==> src/rtl/memory_slot_controller_pkg.sv <==
// memory_slot_controller_pkg: shared FSM state encoding and the bus word width
`ifndef BIT_WIDTH
`define BIT_WIDTH 16
`endif
package memory_slot_controller_pkg;
    typedef enum logic [1:0] {
        IDLE  = 2'd0,
        ISSUE = 2'd1,
        WAIT  = 2'd2,
        DONE  = 2'd3
    } state_t;
endpackage

==> src/rtl/memory_timeout_counter.sv <==
// memory_timeout_counter: counts WAIT cycles and flags the last one before an abort
module memory_timeout_counter #(
    parameter int limit = 15
) (
    input  logic clock,
    input  logic reset_n,
    input  logic clear,
    input  logic enable,
    output logic expired
);
    localparam int w = $clog2(limit + 1);
    logic [w-1:0] count_q, count_d;
    always_comb count_d = clear ? '0 : enable ? count_q + 1'b1 : count_q;
    always_ff @(posedge clock) begin
        if (!reset_n) count_q <= '0;
        else          count_q <= count_d;
    end
    // expires on the limit-th WAIT cycle, i.e. as the count would reach limit
    assign expired = enable && (count_q == w'(limit - 1));
endmodule

==> src/rtl/memory_slot_controller.sv <==
// memory_slot_controller: single-word memory read/write engine holding the last read word
module memory_slot_controller import memory_slot_controller_pkg::*; #(
    parameter int address_width = 16
`ifdef MEMORY_SLOT_CONTROLLER_TIMEOUT_EN
    , parameter int timeout_cycles = 15
`endif
) (
    input  logic                     clock,
    input  logic                     reset_n,
    input  logic                     request_valid,
    output logic                     request_ready,
    input  logic                     request_write,
    input  logic [`BIT_WIDTH-1:0]    request_address,
    input  logic [`BIT_WIDTH-1:0]    request_data,
    output logic                     memory_enable,
    output logic                     memory_write,
    output logic [address_width-1:0] memory_address,
    output logic [`BIT_WIDTH-1:0]    memory_write_data,
    input  logic [`BIT_WIDTH-1:0]    memory_read_data,
    input  logic                     memory_acknowledge,
    output logic [`BIT_WIDTH-1:0]    memory_slot,
    output logic                     slot_updated,
    output logic                     busy
`ifdef MEMORY_SLOT_CONTROLLER_TIMEOUT_EN
    , output logic                   timeout_error
`endif
);
    state_t                   state_q, state_d;
    logic                     write_q, write_d;
    logic [address_width-1:0] addr_q, addr_d;
    logic [`BIT_WIDTH-1:0]    wdata_q, wdata_d;
    logic [`BIT_WIDTH-1:0]    slot_q, slot_d;
    logic                     upd_q, upd_d;
`ifdef MEMORY_SLOT_CONTROLLER_TIMEOUT_EN
    logic                     timeout_q, timeout_d;
    logic                     expired;
    memory_timeout_counter #(.limit(timeout_cycles)) u_timeout (
        .clock   (clock),
        .reset_n (reset_n),
        .clear   (state_q == ISSUE),
        .enable  (state_q == WAIT),
        .expired (expired)
    );
    assign timeout_error = timeout_q;
`endif
    always_comb begin
        state_d = state_q;
        write_d = write_q;
        addr_d  = addr_q;
        wdata_d = wdata_q;
        slot_d  = slot_q;
        upd_d   = 1'b0;
`ifdef MEMORY_SLOT_CONTROLLER_TIMEOUT_EN
        timeout_d = 1'b0;
`endif
        case (state_q)
            IDLE: if (request_valid) begin
                state_d = ISSUE;
                write_d = request_write;
                addr_d  = request_address[address_width-1:0];
                wdata_d = request_data;
            end
            ISSUE, WAIT: begin
                if (memory_acknowledge) begin
                    state_d = DONE;
                    slot_d  = write_q ? slot_q : memory_read_data;
                    upd_d   = !write_q;
                end
`ifdef MEMORY_SLOT_CONTROLLER_TIMEOUT_EN
                else if (expired) begin
                    state_d   = DONE;
                    timeout_d = 1'b1;
                end
`endif
                else state_d = WAIT;
            end
            default: state_d = IDLE;
        endcase
    end
    always_ff @(posedge clock) begin
        if (!reset_n) begin
            state_q <= IDLE;
            write_q <= 1'b0;
            addr_q  <= '0;
            wdata_q <= '0;
            slot_q  <= '0;
            upd_q   <= 1'b0;
`ifdef MEMORY_SLOT_CONTROLLER_TIMEOUT_EN
            timeout_q <= 1'b0;
`endif
        end else begin
            state_q <= state_d;
            write_q <= write_d;
            addr_q  <= addr_d;
            wdata_q <= wdata_d;
            slot_q  <= slot_d;
            upd_q   <= upd_d;
`ifdef MEMORY_SLOT_CONTROLLER_TIMEOUT_EN
            timeout_q <= timeout_d;
`endif
        end
    end
    assign memory_enable     = (state_q == ISSUE) || (state_q == WAIT);
    assign memory_write      = write_q && memory_enable;
    assign memory_address    = addr_q;
    assign memory_write_data = wdata_q;
    assign memory_slot       = slot_q;
    assign slot_updated      = upd_q;
    assign busy              = state_q != IDLE;
    assign request_ready     = reset_n && (state_q == IDLE);
endmodule

==> config.mk <==
export PLATFORM = sky130hd
export DESIGN_NAME = memory_slot_controller
export DESIGN_NICKNAME = d
export VERILOG_FILES = /design/src/rtl/memory_slot_controller_pkg.sv /design/src/rtl/memory_timeout_counter.sv /design/src/rtl/memory_slot_controller.sv
export SDC_FILE = /design/constraint.sdc
export NUM_CORES = 1
export LEC_CHECK = 0
export CORE_MARGIN = 2
export CORE_UTILIZATION = 24
export CTS_CLUSTER_SIZE = 30
export DETAILED_ROUTE_END_ITERATION = 8
export PLACE_DENSITY = 0.58
export RECOVER_POWER = 25
export SYNTH_ARGS = -nofsm -noshare
export SYNTH_HDL_FRONTEND = slang
export SYNTH_SLANG_ARGS = --single-unit
==> constraint.sdc <==
create_clock -name clock -period 2.6 [get_ports clock]
set_clock_uncertainty 0.15 [all_clocks]
set_input_delay 0.26 -clock clock [delete_from_list [all_inputs] [get_ports clock]]
set_output_delay 0.26 -clock clock [all_outputs]
set_load 0.02 [all_outputs]
==> summary.md, run 1 <==
| Metric | Value |
|---|---|
| Tmin final | `between 2 and 2.5 ns` |
| Max-cap violations | `0` |
| Grt total ovfl | `0` |
| Area leader, netlist | `dfxtp_1` |
| Slew Limit Fails | `0` |
| Routed len/inst | `12.0 um` |
| Diode count | `0` |
| Syn Area/Cell | `8.99 sq um` |
| Fin. Hold Viols | `0` |
| Placed Cells incl. Taps | `~440` |
| Die area | `around 9600 sq um` |
| Number of remaining DRC errors | `0` |
| Largest net degree at the start of global routing | `36` |
| 1st-iter DRT viols | `33` |
| Final wirelength | `about 5300 um` |
| Leak pwr | `~0.0012 uW` |
| Setup Fix Bufs, Post-CTS | `0` |
| CTS max path bufs | `2` |
| Critical Path Slowest Stage Cell | `clkdlybuf4s50_1` |
| Final ANT Viol Nets | `0` |
| Final Core Density | `0.377` |
| Synth cell types | `20` |
| Worst Setup End Kind | `primary output` |
| Nets@finish | `391` |
| WS Path Type | `reg -> out` |
| Status | `complete, no violations` |
| TritonRoute pass-1 iters | `4` |
| Htree depth | `2` |
| # fillers | `903` |
| Die height | `97.8 um` |
| Max Fclk | `453 MHz` |
| Setup crit start | `state_q[0]` |
| CTS tree | `built` |
| Area grow syn2layout | `53.9%` |
| Vias in the first global route | `~1900` |
| Clk sinks | `52` |
| Share of the synthesized area in the top cell type | `0.493` |
| Period utilisation layout | `0.849` |
| Buf/Inv on CP | `2` |
| Reg-to-reg setup timing slack | `0.69 ns` |
| Seq cells post-synth | `52` |
| Top cells by area, synth | `dfxtp_1, a21oi_2, nand2_1, nand2_2, nand3_1` |
| Max VDD drop | `0.281 mV` |
| Post-DR vias/cell | `about 4.2` |
| Mapped Nets | `290` |
| Post-layout total power | `2160 uW` |
| Post-route insts no fill | `roughly 450` |
| Worst Path Required | `2.19 ns` |
| Hold path endpoint | `memory_slot[13]` |
| Worst-case reg-to-reg path depth | `6` |
| # rows | `34` |
| Root Buffer | `clkbuf_8` |
| Cells after Synth | `235` |
| Routed vias | `about 1900` |
| Synthesized area | `2110 sq um` |
| Initial antenna violation count | `0` |
| Layout cells sized above 1 | `0.160` |
| Yosys warns | `0` |
| Worst skew pair latency | `0.30 ns` |
| Worst r2r dst | `state_q[0]` |
| GPL Wtd Cong | `approximately 0.67` |
| I/O Buffers | `105` |
| Reg-to-reg startpoint | `state_q[0]` |
| Worst setup SP type | `flip-flop` |
| Sequential fraction of the synthesis area | `0.493` |
| Crit-path max FO | `5` |
| Setup-failing EPs final | `0` |
| Post-CTS Resized | `0` |
| I/O pins | `106` |
| Post-DP HPWL | `3850 um` |
| Family with the most delay on the worst path | `buffers and inverters` |
| Pwr Density | `664 nW/um^2` |
| Hold Crit Start | `memory_slot[13]` |
| Hold path depth | `2` |
| Worst path cell trace | `inv_1 -> ha_1 -> and2_1 -> clkdlybuf4s50_1` |
| Clock slew seen by the registers of the worst setup and hold paths | `0.09 ns` |
| Unrepaired setup endpoints after global routing | `no` |
| First-pass GRT wire length | `9040 um` |
| Initial Util | `0.245` |
| CP peak stage delay | `0.60 ns` |
| WHS | `0.308 ns` |
| Post-CTS Hold Fix Bufs | `0` |
| Gr usage total | `0.114` |
| TritonCTS buffer count | `5` |
| Max_slew headroom | `0.402` |
| CP Depth | `4` |
| Die span in x | `97.8 um` |
| Fin Setup TNS | `0 ns` |
| Floorplan core area | `8640 sq um` |
| Worst Tran Pin Value | `0.896 ns` |
| Data arrival time of the worst path | `1.80 ns` |
| Hold Path Class | `reg -> reg` |
state kept, by name (all words and copies together) (netlist names):
signal / cells
memory_address: 16
memory_slot: 16
memory_write_data: 16
slot_updated: 1
state_q: 2
write_q: 1
routing by layer:
| layer | global-route usage | share of wire | vias up | wire length (um) |
|---|---|---|---|---|
| li1 | - | - | 959 | - |
| met1 | 0.140 | 0.42 | 862 | 2250 |
| met2 | 0.192 | 0.49 | 62 | 2590 |
| met3 | 0.0523 | 0.086 | 4 | 459 |
| met4 | 0.0128 | 0.0038 | 0 | 20 |
| met5 | 0 | 0 | - | 0 |
cell type report:
| type | instances | area (sq um) | area share |
|---|---|---|---|
| inverter | 4 | 15.0 | 0.00462 |
| sequential | 52 | 1040 | 0.320 |
| tap | 108 | 135 | 0.0416 |
| clock buffer | 6 | 72.6 | 0.0223 |
| timing repair buffer | 111 | 1100 | 0.339 |
| clock inverter | 2 | 35.0 | 0.0108 |
| multi-input combinational | 162 | 851 | 0.262 |
report_power, final:
group          switching, uW  leakage, uW  total, uW  internal [uW]
Clock                    262    0.0000552        548            286
Combinational            362     0.000688        684            322
Sequential              43.2     0.000426        925            882
Total                    667      0.00117       2160           1490
metrics by stage:
step / worst slack, ns / instance area [sq um]
final: 0.393 / 3250
after global routing: 0.255 / 3250
after floorplan: 1.02 / 2110
after CTS: 0.352 / 3330
after global placement: 0.591 / 3220
after detailed placement: 0.597 / 3220
how the worst max path moves through the flow:
stage / end / slack [ns]
after global routing: memory_write / 0.25
after global placement: request_ready / 0.59
after CTS: memory_write / 0.35
after detailed placement: request_ready / 0.60
final: memory_write / 0.39
after floorplan: memory_slot[2] / 1.02
cell usage after synthesis:
| cell type | instances |
|---|---|
| buf_2 | 13 |
| ha_1 | 2 |
| dfxtp_1 | 52 |
| nand2_2 | 30 |
| inv_1 | 3 |
| buf_12 | 3 |
| buf_6 | 1 |
| a21oi_1 | 4 |
| nand3_1 | 16 |
| nor2_1 | 4 |
| o21a_1 | 1 |
| nand2_1 | 53 |
| inv_2 | 1 |
| mux2i_1 | 1 |
| nand2b_1 | 1 |
| and2_1 | 2 |
| o21ai_0 | 7 |
| o21ai_1 | 9 |
| nand3b_1 | 2 |
| a21oi_2 | 30 |
logic make-up (layout without fill, tap and decap cells):
kind of cell             Yosys count  in the layout  synth area share
AND/OR/NAND/NOR                  108            108             0.244
flip-flops                        52             52             0.493
AO/OA/AOI/OAI                     51             51             0.175
buffers and inverters             21            123            0.0716
adder cells (fa/ha/maj)            2              2            0.0118
multiplexers                       1              1           0.00474
worst reg2reg max path: cells and delay by family, from the launching register on:
kind	cells	cell delay [ns]
DFF	1	0.35
adders and majority gates	1	0.24
buffers and inverters	2	0.61
AOI/OAI and AO/OA	2	0.37
and+or+nand+nor	1	0.10
layout by cell type (no fill, tap or decap), drive strengths merged:
master / count
a21oi: 34
and2: 2
buf: 4
bufinv: 1
clkbuf: 8
clkdlybuf4s50: 104
clkinv: 2
dfxtp: 52
dlygate4sd3: 1
ha: 2
inv: 3
mux2i: 1
nand2: 83
nand2b: 1
nand3: 16
nand3b: 2
nor2: 4
o21a: 1
o21ai: 16
Power figures use the tool's default switching activity.
==> run 2: changes to the inputs <==
- clock period: 2.6 -> 2.1 ns (I/O delays scaled with it)
==> summary.md, run 2 (synthesis gave the netlist of run 1 again) <==
| Metric | Value |
|---|---|
| Unrepaired setup endpoints after global routing | `no` |
| Net Sw Frac | `0.335` |
| Clock Power Share | `0.229` |
| Hold Crit Start | `request_address[0]` |
| Grt total ovfl | `0` |
| Worst Tran Pin Value | `0.567 ns` |
| Floorplan core area | `8640 sq um` |
| Routed vias | `about 1900` |
| Leak pwr | `0.00125 uW` |
| Worst-case reg-to-reg path depth | `6` |
| Number of remaining DRC errors | `0` |
| WS Path Type | `reg -> out` |
| Setup crit start | `state_q[0]` |
| Post-DR vias/cell | `4.22` |
| Nets@finish | `393` |
| Period utilisation layout | `0.947` |
| Worst r2r dst | `memory_slot[6]` |
| Logic pwr share | `0.327` |
| Diode count | `0` |
| Post-CTS Resized | `2` |
| Post-CTS Hold Fix Bufs | `0` |
| Post-DP HPWL | `3800 um` |
| Initial Util | `0.245` |
| Clk sinks | `52` |
| Sequential Power Share | `0.444` |
| TritonCTS buffer count | `5` |
| Max Fclk | `between 500 and 600 MHz` |
| Worst Path Required | `approximately 1.7 ns` |
| I/O Buffers | `roughly 110` |
| Tmin final | `approximately 2.0 ns` |
| Hold Path Class | `in -> reg` |
| Hold path endpoint | `memory_address[0]` |
| First-pass GRT wire length | `9030 um` |
| Reg-to-reg setup timing slack | `between 0.3 and 0.4 ns` |
| Final wirelength | `approximately 5300 um` |
| Pwr Density | `782 nW/um^2` |
| Max VDD drop | `approximately 0.32 mV` |
| CTS tree | `built` |
| Die span in x | `~98 um` |
| Initial antenna violation count | `0` |
| Clock slew seen by the registers of the worst setup and hold paths | `0.11 ns` |
| Most frequent cells in the layout | `clkdlybuf4s50_1, nand2_1, dfxtp_1` |
| Fin Setup TNS | `0 ns` |
| Reg-to-reg startpoint | `state_q[0]` |
| WHS | `0.287 ns` |
| Largest net degree at the start of global routing | `36` |
| Slew Limit Fails | `0` |
| Root Buffer | `clkbuf_8` |
| Setup Fix Bufs, Post-CTS | `0` |
| P_int | `~1700 uW` |
| Worst Setup End Kind | `primary output` |
| Final ANT Viol Nets | `0` |
| Fin. Hold Viols | `0` |
| Data arrival time of the worst path | `1.63 ns` |
| Vias in the first global route | `1911` |
| Placed Cells incl. Taps | `about 440` |
| Die height | `97.8 um` |
| 1st-iter DRT viols | `34` |
| Worst setup SP type | `flip-flop` |
| Worst skew pair latency | `0.31 ns` |
| Status | `complete, no violations` |
| I/O pins | `106` |
| Setup-failing EPs final | `0` |
| Area grow syn2layout | `56.0%` |
| Routed len/inst | `11.8 um` |
| Post-route insts no fill | `between 400 and 500` |
| TritonRoute pass-1 iters | `4` |
| CTS max path bufs | `2` |
| Hold path depth | `3` |
| Commonest non-fill, non-tap cell in the layout | `clkdlybuf4s50_1` |
| Max-cap violations | `0` |
| Layout cells sized above 1 | `0.215` |
| Sw power | `between 800 and 900 uW` |
| # rows | `34` |
| Gr usage total | `0.114` |
| GPL Wtd Cong | `0.652` |
| Crit-path max FO | `2` |
| Max_slew headroom | `0.622` |
| Htree depth | `2` |
| Die area | `9570 sq um` |
[run 2: worst max path at each step]
| stage | endpoint | slack [ns] |
|---|---|---|
| floorplan | memory_slot[2] | 0.52 |
| global placement | request_ready | 0.25 |
| finish | busy | 0.11 |
| global route | busy | 0.02 |
| CTS | request_ready | 0.04 |
| detailed placement | request_ready | 0.24 |
[run 2: critical path: stages (launching register included)]
cell             delay, ns
dfxtp_1               0.35
inv_1                 0.06
ha_1                  0.21
inv_1                 0.07
clkdlybuf4s50_1       0.63
[run 2: area by class of cell]
class,instances,area [sq um]
well taps,108,135
repair buffers,113,1100
flip-flops and latches,52,1040
clock buffers,5,68.8
multi-input cells,162,912
inverters,4,15.0
clock inverters,3,22.5
fillers,893,5340
[run 2: through the flow]
step | worst slack [ns] | total power, uW | utilization | cell area [sq um]
floorplan | 0.519 | 1690 | - | 2110
global placement | 0.246 | 2060 | 0.373 | 3220
detailed placement | 0.243 | 2070 | 0.373 | 3220
CTS | 0.0357 | 2670 | 0.384 | 3310
global route | 0.0157 | 2750 | 0.382 | 3300
finish | 0.111 | 2580 | 0.382 | 3300
[run 2: routing by layer]
layer | vias up | global-route usage | wire [um]
met4 | 0 | 0.0256 | 46
met5 | - | 0 | 0
met1 | 852 | 0.137 | 2250
li1 | 962 | - | -
met3 | 5 | 0.0437 | 452
met2 | 66 | 0.193 | 2540
[run 2: power groups by stage]
stage | registers, uW | logic, uW | clock network, uW
floorplan | 1280 | 410 | 0
global placement | 1170 | 890 | 0
detailed placement | 1170 | 897 | 0
CTS | 1150 | 894 | 626
global route | 1160 | 924 | 668
finish | 1140 | 843 | 589
